### config.mk
export PLATFORM = sky130hd
export DESIGN_NAME = instr_encoder
export DESIGN_NICKNAME = d
export VERILOG_FILES = /design/src/rtl/instr_enc_pkg.sv /design/src/rtl/instr_encoder_fifo.sv /design/src/rtl/instr_encoder.sv
export SDC_FILE = /design/constraint.sdc
export NUM_CORES = 1
export LEC_CHECK = 0
export CAP_MARGIN = 15
export CORE_MARGIN = 5
export CORE_UTILIZATION = 45
export DETAILED_ROUTE_END_ITERATION = 12
export GPL_ROUTABILITY_DRIVEN = 0
export GPL_TIMING_DRIVEN = 0
export MAX_ROUTING_LAYER = met4
export PLACE_DENSITY = 0.71
export SYNTH_ARGS = -nofsm -noshare
export SYNTH_HDL_FRONTEND = slang
export SYNTH_SLANG_ARGS = --single-unit
### constraint.sdc
create_clock -name clk -period 2.5 [get_ports clk]
set_input_delay 0.625 -clock clk [delete_from_list [all_inputs] [get_ports clk]]
set_output_delay 0.625 -clock clk [all_outputs]
set_load 0.01 [all_outputs]
### src/rtl/instr_enc_pkg.sv
// Shared definitions for the RV32I instruction encoder: request classes,
// base opcodes, the field packer and the immediate range checker. The
// packer is also used by stimulus generators that build program images.
package instr_enc_pkg;

  typedef enum logic [3:0] {
    CLS_R      = 4'd0,
    CLS_I_ALU  = 4'd1,
    CLS_LOAD   = 4'd2,
    CLS_JALR   = 4'd3,
    CLS_STORE  = 4'd4,
    CLS_BRANCH = 4'd5,
    CLS_JAL    = 4'd6,
    CLS_LUI    = 4'd7,
    CLS_AUIPC  = 4'd8
  } instr_class_t;

  localparam logic [6:0] OP_R      = 7'b0110011;
  localparam logic [6:0] OP_IMM    = 7'b0010011;
  localparam logic [6:0] OP_LOAD   = 7'b0000011;
  localparam logic [6:0] OP_JALR   = 7'b1100111;
  localparam logic [6:0] OP_STORE  = 7'b0100011;
  localparam logic [6:0] OP_BRANCH = 7'b1100011;
  localparam logic [6:0] OP_JAL    = 7'b1101111;
  localparam logic [6:0] OP_LUI    = 7'b0110111;
  localparam logic [6:0] OP_AUIPC  = 7'b0010111;

  // Class codes above AUIPC are not defined and must never be encoded.
  function automatic logic class_defined(input logic [3:0] cls);
    return (cls <= 4'd8);
  endfunction

  // Shift-immediates (SLLI/SRLI/SRAI) use a 5-bit shamt instead of imm[11:0].
  function automatic logic is_shift_imm(input logic [3:0] cls, input logic [2:0] funct3);
    return (cls == CLS_I_ALU) && ((funct3 == 3'd1) || (funct3 == 3'd5));
  endfunction

  // Pack request fields into a 32-bit RV32I word. Fields a class does not
  // use stay zero; immediates are truncated to the bits the format carries.
  function automatic logic [31:0] pack_instr(
    input logic [3:0]  cls,
    input logic [2:0]  funct3,
    input logic        funct7b,
    input logic [4:0]  rd,
    input logic [4:0]  rs1,
    input logic [4:0]  rs2,
    input logic [31:0] imm
  );
    logic [31:0] w;
    w = 32'h0000_0000;
    case (cls)
      CLS_R:      w = {1'b0, funct7b, 5'b00000, rs2, rs1, funct3, rd, OP_R};
      CLS_I_ALU: begin
        if (is_shift_imm(cls, funct3)) begin
          w = {1'b0, funct7b, 5'b00000, imm[4:0], rs1, funct3, rd, OP_IMM};
        end else begin
          w = {imm[11:0], rs1, funct3, rd, OP_IMM};
        end
      end
      CLS_LOAD:   w = {imm[11:0], rs1, funct3, rd, OP_LOAD};
      CLS_JALR:   w = {imm[11:0], rs1, 3'b000, rd, OP_JALR};
      CLS_STORE:  w = {imm[11:5], rs2, rs1, funct3, imm[4:0], OP_STORE};
      CLS_BRANCH: w = {imm[12], imm[10:5], rs2, rs1, funct3, imm[4:1], imm[11], OP_BRANCH};
      CLS_JAL:    w = {imm[20], imm[10:1], imm[11], imm[19:12], rd, OP_JAL};
      CLS_LUI:    w = {imm[31:12], rd, OP_LUI};
      CLS_AUIPC:  w = {imm[31:12], rd, OP_AUIPC};
      default:    w = 32'h0000_0000;
    endcase
    return w;
  endfunction

  // True when the immediate fits the target field without loss.
  function automatic logic imm_in_range(
    input logic [3:0]  cls,
    input logic [2:0]  funct3,
    input logic [31:0] imm
  );
    logic signed [31:0] s;
    logic ok;
    s  = $signed(imm);
    ok = 1'b1;
    case (cls)
      CLS_I_ALU: begin
        if (is_shift_imm(cls, funct3)) begin
          ok = (s >= 32'sd0) && (s <= 32'sd31);
        end else begin
          ok = (s >= -32'sd2048) && (s <= 32'sd2047);
        end
      end
      CLS_LOAD, CLS_JALR, CLS_STORE: ok = (s >= -32'sd2048) && (s <= 32'sd2047);
      CLS_BRANCH: ok = (s >= -32'sd4096) && (s <= 32'sd4094) && (imm[0] == 1'b0);
      CLS_JAL:    ok = (s >= -32'sd1048576) && (s <= 32'sd1048574) && (imm[0] == 1'b0);
      CLS_LUI, CLS_AUIPC: ok = (imm[11:0] == 12'h000);
      default:    ok = 1'b1;
    endcase
    return ok;
  endfunction

endpackage

### src/rtl/instr_encoder_fifo.sv
// Synchronous FIFO holding encoded words between the encoder and the
// instruction-memory load port. DEPTH must be a power of two so the
// pointers wrap naturally. The head word is presented combinationally.
module sync_fifo #(
  parameter int DEPTH = 4,
  parameter int WIDTH = 32
) (
  input  logic                     clk,
  input  logic                     rst_n,
  input  logic                     push,
  input  logic                     pop,
  input  logic [WIDTH-1:0]         wdata,
  output logic [WIDTH-1:0]         rdata,
  output logic                     full,
  output logic                     empty,
  output logic [$clog2(DEPTH):0]   count
);

  localparam int PTR_W = $clog2(DEPTH);
  localparam int CNT_W = PTR_W + 1;

  logic [WIDTH-1:0] mem_r [DEPTH];
  logic [PTR_W-1:0] wr_ptr_r;
  logic [PTR_W-1:0] rd_ptr_r;
  logic [CNT_W-1:0] count_r;
  logic             do_push_s;
  logic             do_pop_s;

  assign full      = (count_r == CNT_W'(DEPTH));
  assign empty     = (count_r == {CNT_W{1'b0}});
  assign count     = count_r;
  assign rdata     = mem_r[rd_ptr_r];
  assign do_push_s = push && !full;
  assign do_pop_s  = pop && !empty;

  // Storage array; cleared on reset so the head reads zero while empty.
  always_ff @(posedge clk or negedge rst_n) begin
    if (!rst_n) begin
      for (int i = 0; i < DEPTH; i++) begin
        mem_r[i] <= {WIDTH{1'b0}};
      end
    end else if (do_push_s) begin
      mem_r[wr_ptr_r] <= wdata;
    end
  end

  // Write/read pointers advance on their own accepted operation.
  always_ff @(posedge clk or negedge rst_n) begin
    if (!rst_n) begin
      wr_ptr_r <= {PTR_W{1'b0}};
      rd_ptr_r <= {PTR_W{1'b0}};
    end else begin
      if (do_push_s) begin
        wr_ptr_r <= wr_ptr_r + PTR_W'(1);
      end
      if (do_pop_s) begin
        rd_ptr_r <= rd_ptr_r + PTR_W'(1);
      end
    end
  end

  // Occupancy: simultaneous push and pop leaves the level unchanged.
  always_ff @(posedge clk or negedge rst_n) begin
    if (!rst_n) begin
      count_r <= {CNT_W{1'b0}};
    end else begin
      case ({do_push_s, do_pop_s})
        2'b10:   count_r <= count_r + CNT_W'(1);
        2'b01:   count_r <= count_r - CNT_W'(1);
        default: count_r <= count_r;
      endcase
    end
  end

endmodule

### src/rtl/instr_encoder.sv
// RV32I instruction encoder: accepts field-level requests, packs them into
// 32-bit words, buffers them and emits address/data beats to the
// instruction-memory load port.
// Optional build macro INSTR_ENCODER_RANGE_CHECK_EN: reject requests whose
// immediate does not fit the target field (accepted, dropped, err_pulse).
// Without it, immediates are silently truncated and only undefined classes
// raise an error.
module instr_encoder
  import instr_enc_pkg::*;
#(
  parameter int                    DEPTH      = 4,
  parameter int                    ADDR_WIDTH = 32,
  parameter logic [ADDR_WIDTH-1:0] BASE_ADDR  = {ADDR_WIDTH{1'b0}}
) (
  input  logic                  clk,
  input  logic                  rst_n,
  input  logic                  req_valid,
  output logic                  req_ready,
  input  logic [3:0]            req_class,
  input  logic [2:0]            req_funct3,
  input  logic                  req_funct7b,
  input  logic [4:0]            req_rd,
  input  logic [4:0]            req_rs1,
  input  logic [4:0]            req_rs2,
  input  logic [31:0]           req_imm,
  input  logic                  addr_load,
  input  logic [ADDR_WIDTH-1:0] addr_in,
  output logic                  out_valid,
  input  logic                  out_ready,
  output logic [ADDR_WIDTH-1:0] out_addr,
  output logic [31:0]           out_instr,
  output logic                  err_pulse,
  output logic                  err_sticky
);

  localparam int CNT_W = $clog2(DEPTH) + 1;

  logic [31:0]           enc_word_s;
  logic                  enc_ok_s;
  logic                  accept_s;
  logic                  push_s;
  logic                  pop_s;
  logic                  bad_req_s;
  logic                  full_s;
  logic                  empty_s;
  logic [CNT_W-1:0]      fifo_count_s;
  logic [ADDR_WIDTH-1:0] addr_r;
  logic                  err_pulse_r;
  logic                  err_sticky_r;

  assign enc_word_s = pack_instr(req_class, req_funct3, req_funct7b,
                                 req_rd, req_rs1, req_rs2, req_imm);

`ifdef INSTR_ENCODER_RANGE_CHECK_EN
  assign enc_ok_s = class_defined(req_class) &&
                    imm_in_range(req_class, req_funct3, req_imm);
`else
  assign enc_ok_s = class_defined(req_class);
`endif

  // Ready depends only on FIFO state, never on the sink, so a full FIFO
  // cannot accept even when a pop happens in the same cycle.
  assign req_ready = !full_s;
  assign accept_s  = req_valid && !full_s;
  // The occupancy term is redundant with !full_s; it keeps a push from
  // ever being issued into a full FIFO should the ready logic change.
  assign push_s    = accept_s && enc_ok_s && (fifo_count_s < CNT_W'(DEPTH));
  assign bad_req_s = accept_s && !enc_ok_s;
  assign pop_s     = !empty_s && out_ready;

  sync_fifo #(
    .DEPTH (DEPTH),
    .WIDTH (32)
  ) u_fifo (
    .clk   (clk),
    .rst_n (rst_n),
    .push  (push_s),
    .pop   (pop_s),
    .wdata (enc_word_s),
    .rdata (out_instr),
    .full  (full_s),
    .empty (empty_s),
    .count (fifo_count_s)
  );

  assign out_valid  = !empty_s;
  assign out_addr   = addr_r;
  assign err_pulse  = err_pulse_r;
  assign err_sticky = err_sticky_r;

  // Write-address counter: an explicit load wins over the post-pop step;
  // the beat popped in that cycle has already used the old address.
  always_ff @(posedge clk or negedge rst_n) begin
    if (!rst_n) begin
      addr_r <= BASE_ADDR;
    end else if (addr_load) begin
      addr_r <= addr_in;
    end else if (pop_s) begin
      addr_r <= addr_r + ADDR_WIDTH'(32'd4);
    end else begin
      addr_r <= addr_r;
    end
  end

  // Dropped-request reporting: one-cycle pulse plus a flag held until reset.
  always_ff @(posedge clk or negedge rst_n) begin
    if (!rst_n) begin
      err_pulse_r  <= 1'b0;
      err_sticky_r <= 1'b0;
    end else begin
      err_pulse_r  <= bad_req_s;
      err_sticky_r <= err_sticky_r | bad_req_s;
    end
  end

endmodule

==> flow_metrics.tcl, run 1 <==
set metrics [dict create \
    status "complete, but fails checks" \
    violations "design-rule violations, negative setup slack" \
    routed_wl_um 23000 \
    synth_top_family_by_area "multiplexers" \
    synthMostInstantiatedCell "dfrtp_1" \
    area_growth_pct 32.5 \
    hpwl_um 16000 \
    track_usage_pct 22.5 \
    antennaDiodeCount 0 \
    drc 1 \
    sw_frac_of_total_pct 32.2 \
    worst_setup_path_start_kind "flip-flop" \
    synth_area_mm2 0.00833 \
    initial_core_util_pct 46.0 \
    yosysWarnings 0 \
    finalCritPeriodShare_pct 103 \
    path_buf_inv 3 \
    cts.clk_slew.worst_paths_ps 60 \
    core_area_mm2 0.0181 \
    slowest_delay_ps 510 \
    hold_viol_final 0 \
    final_area_mm2 0.0110 \
    ff_latch_area_mm2 0.00413 \
    antenna_found_initial 0 \
    p_clk_share_pct 23.6 \
    ys_seq_elements 165 \
    synthAdderAreaFrac_pct 1.14 \
    port_buffers 156 \
    die_h_um 146 \
    critical_path_class "reg -> out" \
    end_kind "primary output" \
    drt_iter0_drc 553 \
    synth_top_area_share_pct 49.6 \
    grt_pass1_vias 6927 \
    slew_headroom_pct 54.0 \
    tightestPinTransition_ps 679 \
    slowest_stage "mux4_2" \
    synth_top_area_cell "dfrtp_1" \
    finalSetupViolations 5 \
    arrival_ps 1950 \
    p_int_mw 7.65 \
    grt_setup_unrepaired "yes" \
    yosys.area_share.simple_pct 12.7 \
    grt_max_degree 90 \
    synth_xor_area_share_pct 2.00 \
    yosys-top-cells-count "165 x dfrtp_1, 95 x nand2_1, 79 x mux2_2" \
    crit_path_max_fanout 7 \
    synth_edf_count 0 \
    cts_tree "done" \
    drtPass1Iterations 9 \
    synthCells 729 \
    hold_class "in -> async" \
    power_frac_seq_pct 37.5 \
    pre_cts_slack_ps -768 \
    synth_compound_area_share_pct 11.7 \
    insertion_delay_ps 430 \
    multi_input_area_mm2 0.00397 \
    routedWlPerCell_um 19.9 \
    cts-root-buf "clkbuf_16" \
    cts_num_sinks 165 \
    placed_area_mm2 0.0102 \
    drive_gt1_share_pct 24.6 \
    ys_types 60 \
    timing.fmax_ghz 0.389 \
    yosys-mux-area-fraction_pct 19.6 \
    fillCellCount 1464 \
    layout_min_cycle_time_ps 2570 \
    via_count 6704 \
    synthFlopType "dfrtp_1" \
    p_comb_share_pct 38.8 \
    grt_pass1_wl_um 37200 \
    skew_ps 8.52 \
    utilization_pct 61.0 \
    io_pins 160 \
    cts_max_level 4 \
    grt-ovfl-total 0 \
    peakVddDrop_mv 0.601 \
    via_per_inst 5.79 \
    maxCapViolCount 0 \
    power_density_mw_per_mm2 1020 \
    fp.dieArea_mm2 0.0213 \
    ant_nets 0 \
    row_count 49 \
    slew_viol_final 0 \
    clock_path_buffers 2 \
    yosysSeqAreaShare_pct 49.6 \
    crit_family "buffers and inverters" \
    layout.nets 1014 \
    worst_ep_required_time_ps 1880 \
    synthTopCellsByArea "dfrtp_1 50%, mux2_2 11%, mux4_2 8.4%, nand2_1 4.3%, o21ai_0 2.6%" \
    async_reset_ff_share_pct 100 \
    numCtsBuffers 17 \
    synth_nets 828 \
    p_sw_mw 3.62 \
    setup_slack_ps -71.5 \
    power_leakage_nw 4.66 \
    syn_area_per_cell_um2 11.4 \
    die_w_um 146 \
    path_cells "buf_4, buf_12, mux4_2, clkdlybuf4s15_2" \
]
==> path summary, 6_finish.rpt <==
kind | startpoint | to | slack [ps] | cells after the start
min in group clk | u_fifo.mem_r[65] | u_fifo.mem_r[65] | 460 | 1
worst min-delay path | rst_n | u_fifo.mem_r[79] | 160 | 1
max in group asynchronous | rst_n | out_addr[3] | 1480 | 2
worst min register to register | u_fifo.mem_r[65] | u_fifo.mem_r[65] | 460 | 1
worst max-delay path | u_fifo.rd_ptr_r[0] | out_instr[16] | -70 | 4
worst max register to register | out_addr[4] | out_addr[31] | 220 | 6
==> logic make-up (layout without fill, tap and decap cells) <==
| logic type | after synthesis | after routing |
|---|---|---|
| xor+xnor | 19 | 19 |
| compound gates | 145 | 145 |
| flops | 165 | 165 |
| mux | 114 | 114 |
| simple gates | 213 | 213 |
| fa+ha+maj | 7 | 7 |
| buf+inv | 66 | 265 |
==> final cells by class <==
cell class	instances	share of cell area [%]
clock inverter	13	1.35
tap	229	2.60
sequential	165	37.4
clock buffer	19	4.11
inverter	15	0.510
multi-input combinational	498	36.0
buffer	49	2.90
timing repair buffer	169	15.1
==> power by group through the flow <==
stage,combinational [mW],sequential [mW],clock [mW]
floorplan,2.53,4.07,0
global placement,4.16,4.18,0
detailed placement,4.25,4.22,0
CTS,4.46,4.22,2.71
global route,4.73,4.34,2.84
finish,4.38,4.23,2.67
==> registers in the layout, indices dropped and copies added (netlist names) <==
name,count
u_fifo.mem_r,124
out_addr,32
u_fifo.count,3
u_fifo.rd_ptr_r,2
u_fifo.wr_ptr_r,2
err_pulse,1
err_sticky,1
==> per-layer routing <==
| layer | GRT usage [%] | part of all wire [%] |
|---|---|---|
| met2 | 34.3 | 47 |
| met1 | 29.8 | 44 |
| met5 | - | 0 |
| met3 | 5.48 | 6.4 |
| met4 | 7.38 | 2.3 |
==> what timing repair did <==
item | CTS | global route
resized for setup | 148 | 46
endpoints found under the setup margin | 118 | 119
cloned | 2 | 0
hold buffers | 0 | 0
setup buffers | 9 | 3
==> cells in the final DEF (no fill, tap or decap), drive strengths merged, types with 3 or more instances in the layout <==
cell             n
or3              6
dfrtp          165
nor2            29
buf             48
a221o            5
nor4             6
a32oi            5
a22oi           23
clkbuf          62
o211ai           3
clkdlybuf4s50  121
inv             17
mux4            31
nand2           95
a21oi            4
o22ai            8
nand4            6
or2              3
mux2            80
nor3             4
o31ai           14
nand2b           4
nor4b            4
a31oi           22
or4             15
nor2b            6
mux2i            3
nand3           18
and3             7
o2bb2ai          5
o21ai           43
ha               6
xor2             4
clkinv           7
xnor2           15
==> through the flow <==
stage	hold slack [ps]	power (mW)	instances	setup TNS [ps]
2_1_floorplan	329	6.61	729	0
3_3_place_gp	444	8.35	1114	-1064520
3_5_place_dp	447	8.47	1115	-76980
4_1_cts	175	11.4	1157	-1350
5_1_grt	188	11.9	1157	-479
6_report	156	11.3	1157	-195
Power figures use the tool's default switching activity.
==> run 2, diff against run 1 <==
--- a/config.mk
+++ b/config.mk
@@ -6,6 +6,7 @@
 export NUM_CORES = 1
 export LEC_CHECK = 0
 export CAP_MARGIN = 15
+export CORE_ASPECT_RATIO = 1.25
 export CORE_MARGIN = 5
 export CORE_UTILIZATION = 45
 export DETAILED_ROUTE_END_ITERATION = 12
==> constraint.sdc (replaced) <==
create_clock -name clk -period 2.8 [get_ports clk]
set_input_delay 0.7 -clock clk [delete_from_list [all_inputs] [get_ports clk]]
set_output_delay 0.7 -clock clk [all_outputs]
set_load 0.01 [all_outputs]
==> run 2 against run 1 <==
Against the previous run: the flow now finishes without violations; via count decreased by 1.6%; largest cell class unchanged; clock power about the same; largest power group unchanged; worst hold slack improved by 70 ps; critical path depth decreased by 1; setup slack improved by 120 ps; core utilization increased by 0.064 points; sequential share of layout area decreased by 0.21 points; first-iteration DRC count decreased by 37%; cell count decreased by 0.43%.
==> flow_metrics.tcl, run 2 (synthesized netlist as in run 1, its figures left out) <==
set metrics [dict create \
    die_h_um 162 \
    antennaDiodeCount 0 \
    hold_viol_final 0 \
    hpwl_um 16600 \
    power_leakage_nw 4.98 \
    port_buffers 156 \
    slew_headroom_pct 31.6 \
    via_per_inst 5.73 \
    regMostFlops "u_fifo.mem_r" \
    worst_ep_required_time_ps 2100 \
    total_power_mw 10.3 \
    grt_pass1_wl_um 37100 \
    worst_setup_path_start_kind "flip-flop" \
    cts.clk_slew.worst_paths_ps 60 \
    cts_tree "done" \
    largest_reg_flops 124 \
    ant_nets 0 \
    arrival_ps 2060 \
    crit_path_max_fanout 10 \
    finalSetupViolations 0 \
    fp.dieArea_mm2 0.0213 \
    row_count 55 \
    maxCapViolCount 0 \
    grt_max_degree 99 \
    critical_path_class "reg -> out" \
    utilization_pct 61.1 \
    cts_num_sinks 165 \
    slowest_stage "dfrtp_1" \
    drtPass1Iterations 5 \
    via_count 6599 \
    drive_gt1_share_pct 20.1 \
    routed_wl_um 23300 \
    antenna_found_initial 0 \
    tightestPinTransition_ps 1020 \
    slowest_delay_ps 520 \
    path_cells "buf_4, mux4_2, clkdlybuf4s50_1" \
    io_pins 160 \
    timing.fmax_ghz 0.363 \
    grt_pass1_vias 6923 \
    insertion_delay_ps 430 \
    mostFrequentLayoutCell "dfrtp_1" \
    placed_cells 1114 \
    clock_path_buffers 2 \
    cts-root-buf "clkbuf_16" \
    cts_max_level 4 \
    numCtsBuffers 17 \
    track_usage_pct 22.7 \
    layout_common_cells "164 x dfrtp_1, 126 x clkdlybuf4s50_1, 95 x nand2_1" \
    routedWlPerCell_um 20.2 \
    crit_family "buffers and inverters" \
    end_kind "primary output" \
    slew_viol_final 0 \
    status "completed" \
    core_area_mm2 0.0182 \
    die_w_um 132 \
    initial_core_util_pct 45.8 \
    stdcell_count 1152 \
    drt_iter0_drc 350 \
    power_density_mw_per_mm2 926 \
    peakVddDrop_mv 0.521 \
    hold_class "in -> async" \
    area_growth_pct 33.2 \
    skew_ps 8.89 \
    layout_min_cycle_time_ps 2760 \
    drc 0 \
    finalCritPeriodShare_pct 98.4 \
    layout.nets 1010 \
    path_buf_inv 2 \
    grt-ovfl-total 0 \
]
[run 2: what timing repair did]
item	in CTS	in global routing
endpoints found under the setup margin	38	93
hold buffers	0	0
resized for setup	31	37
buffers inserted	3	3
cloned	0	1
[run 2: through the flow]
stage | worst slack [ps] | hold slack (ps) | cell area, um^2 | TNS (ps)
floorplan | 378 | 404 | 8330 | 0
CTS | -101 | 236 | 10900 | -1930
global placement | -5950 | 444 | 10200 | -1025130
global route | -6.69 | 257 | 11100 | -9.87
detailed placement | -644 | 452 | 10200 | -50130
finish | 44.8 | 225 | 11100 | 0
[run 2: path summary, 6_finish.rpt]
path	start	endpoint	slack, ps	cells past startpoint
hold reg to reg	u_fifo.mem_r[65]	u_fifo.mem_r[65]	470	1
min in group clk	u_fifo.mem_r[65]	u_fifo.mem_r[65]	470	1
hold / removal	rst_n	out_addr[9]	230	1
max in group asynchronous	rst_n	u_fifo.mem_r[117]	1700	2
setup / recovery	u_fifo.rd_ptr_r[1]	out_instr[2]	40	3
setup reg to reg	u_fifo.count[2]	u_fifo.count[2]	420	9
[run 2: layer usage]
metal | part of all wire [%] | up-vias | wire, um | GRT usage [%]
met5 | 0 | - | 0 | -
met1 | 41 | 3256 | 9650 | 27.6
met3 | 6.2 | 27 | 1450 | 5.95
met4 | 2.0 | 0 | 455 | 7.67
li1 | - | 3086 | - | -
met2 | 50 | 230 | 11700 | 37.0
[run 2: cell type report]
type | count | area (um^2)
inverters | 15 | 56.3
fillers | 1546 | 7080
clock inverters | 14 | 223
repair buffers | 164 | 1740
clock buffers | 18 | 439
well taps | 228 | 285
flip-flops and latches | 165 | 4130
plain buffers | 50 | 279
multi-input cells | 498 | 3940
[run 2: power breakdown]
group	internal, mW	leakage [nW]	total (mW)	switching [mW]
combinational	2.25	2.59	3.88	1.64
sequential	3.24	2.07	3.75	0.503
clock	1.62	0.323	2.64	1.02
total	7.11	4.98	10.3	3.16
==> run 3, diff against run 2 <==
--- a/config.mk
+++ b/config.mk
@@ -7,13 +7,14 @@
 export LEC_CHECK = 0
 export CAP_MARGIN = 15
 export CORE_ASPECT_RATIO = 1.25
-export CORE_MARGIN = 5
+export CORE_MARGIN = 2
 export CORE_UTILIZATION = 45
 export DETAILED_ROUTE_END_ITERATION = 12
 export GPL_ROUTABILITY_DRIVEN = 0
 export GPL_TIMING_DRIVEN = 0
 export MAX_ROUTING_LAYER = met4
 export PLACE_DENSITY = 0.71
+export SETUP_SLACK_MARGIN = 0.02
 export SYNTH_ARGS = -nofsm -noshare
 export SYNTH_HDL_FRONTEND = slang
 export SYNTH_SLANG_ARGS = --single-unit
==> run 3 against run 2 <==
Against the previous run: clock-buffer cell count decreased by 1; sequential share of layout area increased by 0.69 points; cell count unchanged; non-clock buffer count decreased by 1; setup slack improved by 30 ps; critical path type unchanged; largest cell class unchanged.
==> flow_metrics.tcl, run 3 (synthesized netlist as in run 1, its figures left out) <==
set metrics [dict create \
    fp.dieArea_mm2 0.0196 \
    routedWlPerCell_um 19.8 \
    core_area_mm2 0.0181 \
    area_growth_pct 30.8 \
    peakVddDrop_mv 0.562 \
    worst_setup_path_start_kind "flip-flop" \
    initial_core_util_pct 46.0 \
    cts_num_sinks 165 \
    grt_pass1_wl_um 36000 \
    drtPass1Iterations 5 \
    drt_iter0_drc 447 \
    regMostFlops "u_fifo.mem_r" \
    layout_min_cycle_time_ps 2730 \
    layout.nets 1009 \
    arrival_ps 2030 \
    skew_ps 13.1 \
    die_w_um 126 \
    holdWs_ps 182 \
    grt-ovfl-total 0 \
    total_power_mw 9.72 \
    finalCritPeriodShare_pct 97.3 \
    slew_headroom_pct 28.2 \
    track_usage_pct 24.4 \
    maxCapViolCount 0 \
    row_count 55 \
    finalSetupViolations 0 \
    grt_setup_unrepaired "no" \
    final_area_mm2 0.0109 \
    cts_max_level 4 \
    via_per_inst 5.82 \
    layout_common_cells "164 x dfrtp_1, 124 x clkdlybuf4s50_1, 95 x nand2_1" \
    power_leakage_nw 4.64 \
    hold_class "in -> async" \
    routed_wl_um 22800 \
    largest_reg_flops 124 \
    cts-root-buf "clkbuf_16" \
    stdcell_count 1152 \
    tightestPinTransition_ps 1070 \
    mostFrequentLayoutCell "dfrtp_1" \
    setup_slack_ps 74.3 \
    worst_ep_required_time_ps 2100 \
    placed_cells 1114 \
    critical_path_class "reg -> out" \
    hpwl_um 16100 \
    pre_cts_slack_ps -555 \
    timing.fmax_ghz 0.367 \
    placed_area_mm2 0.0102 \
    clock_path_buffers 2 \
    fin_setup_tns_ps 0 \
    die_h_um 156 \
    numCtsBuffers 17 \
    io_pins 160 \
    cts_tree "done" \
    port_buffers 156 \
    hold_viol_final 0 \
    insertion_delay_ps 430 \
    grt_pass1_vias 6725 \
    status "completed" \
    antenna_found_initial 1 \
    grt_max_degree 112 \
    slew_viol_final 0 \
    end_kind "primary output" \
    ant_nets 0 \
    crit_path_max_fanout 4 \
    utilization_pct 60.2 \
    drive_gt1_share_pct 20.4 \
    via_count 6701 \
    power_density_mw_per_mm2 893 \
    cts.clk_slew.worst_paths_ps 70 \
    drc 0 \
]
## run 3: cell count changes in the layout (fill, tap and decap cells not counted), moves of 2 or more
cell and change:
bufinv_16 -4, clkbuf_4 +2, clkdlybuf4s50_1 -2, clkinv_2 +3, clkinv_4 +2, dlygate4sd2_1 +26
dlymetal6s2s_1 -26
## run 3: layout make-up
| class | instances | area (um^2) |
|---|---|---|
| Antenna cell | 1 | 2.50 |
| Tap cell | 228 | 285 |
| Sequential cell | 165 | 4130 |
| Fill cell | 1538 | 7210 |
| Buffer | 50 | 288 |
| Timing Repair Buffer | 163 | 1630 |
| Clock inverter | 15 | 131 |
| Multi-Input combinational cell | 498 | 3940 |
| Clock buffer | 17 | 425 |
| Inverter | 15 | 56.3 |
## run 3: timing repair
item                                    4_1_cts  5_1_grt
cloned                                        1        0
hold buffers                                  0        0
gates resized for setup                      69        6
endpoints found under the setup margin       48       39
pin swaps                                     0        0
buffers inserted                              5        0
## run 3: power breakdown
part | internal, mW | total, mW | leakage, nW | switching [mW]
combinational | 2.12 | 3.73 | 2.29 | 1.61
sequential | 3.24 | 3.76 | 2.07 | 0.520
clock | 1.23 | 2.23 | 0.274 | 1.01
total | 6.59 | 9.72 | 4.64 | 3.14
## run 3: layer usage
layer	vias to the layer above	GRT usage, %	wire length (um)
li1	3080	-	-
met1	3356	30.8	9710
met2	237	39.4	11300
met3	28	5.25	1300
met4	0	7.78	424
met5	-	-	0
## run 3: final timing paths
path                                    start               end  slack, ps  cells past startpoint
hold / removal                          rst_n       out_addr[9]        180                      1
max in group asynchronous               rst_n  u_fifo.mem_r[41]       1710                      2
min in group clk              u_fifo.mem_r[1]   u_fifo.mem_r[1]        470                      1
setup / recovery           u_fifo.rd_ptr_r[0]      out_instr[6]         70                      5
hold reg to reg               u_fifo.mem_r[1]   u_fifo.mem_r[1]        470                      1
setup reg to reg              u_fifo.count[2]   u_fifo.count[1]        430                      7
## run 3: worst max-delay path: stages, from the launching register on
cell       delay, ps
dfrtp_2          430
buf_12           140
bufbuf_16        260
buf_4            140
mux4_2           450
buf_2            170
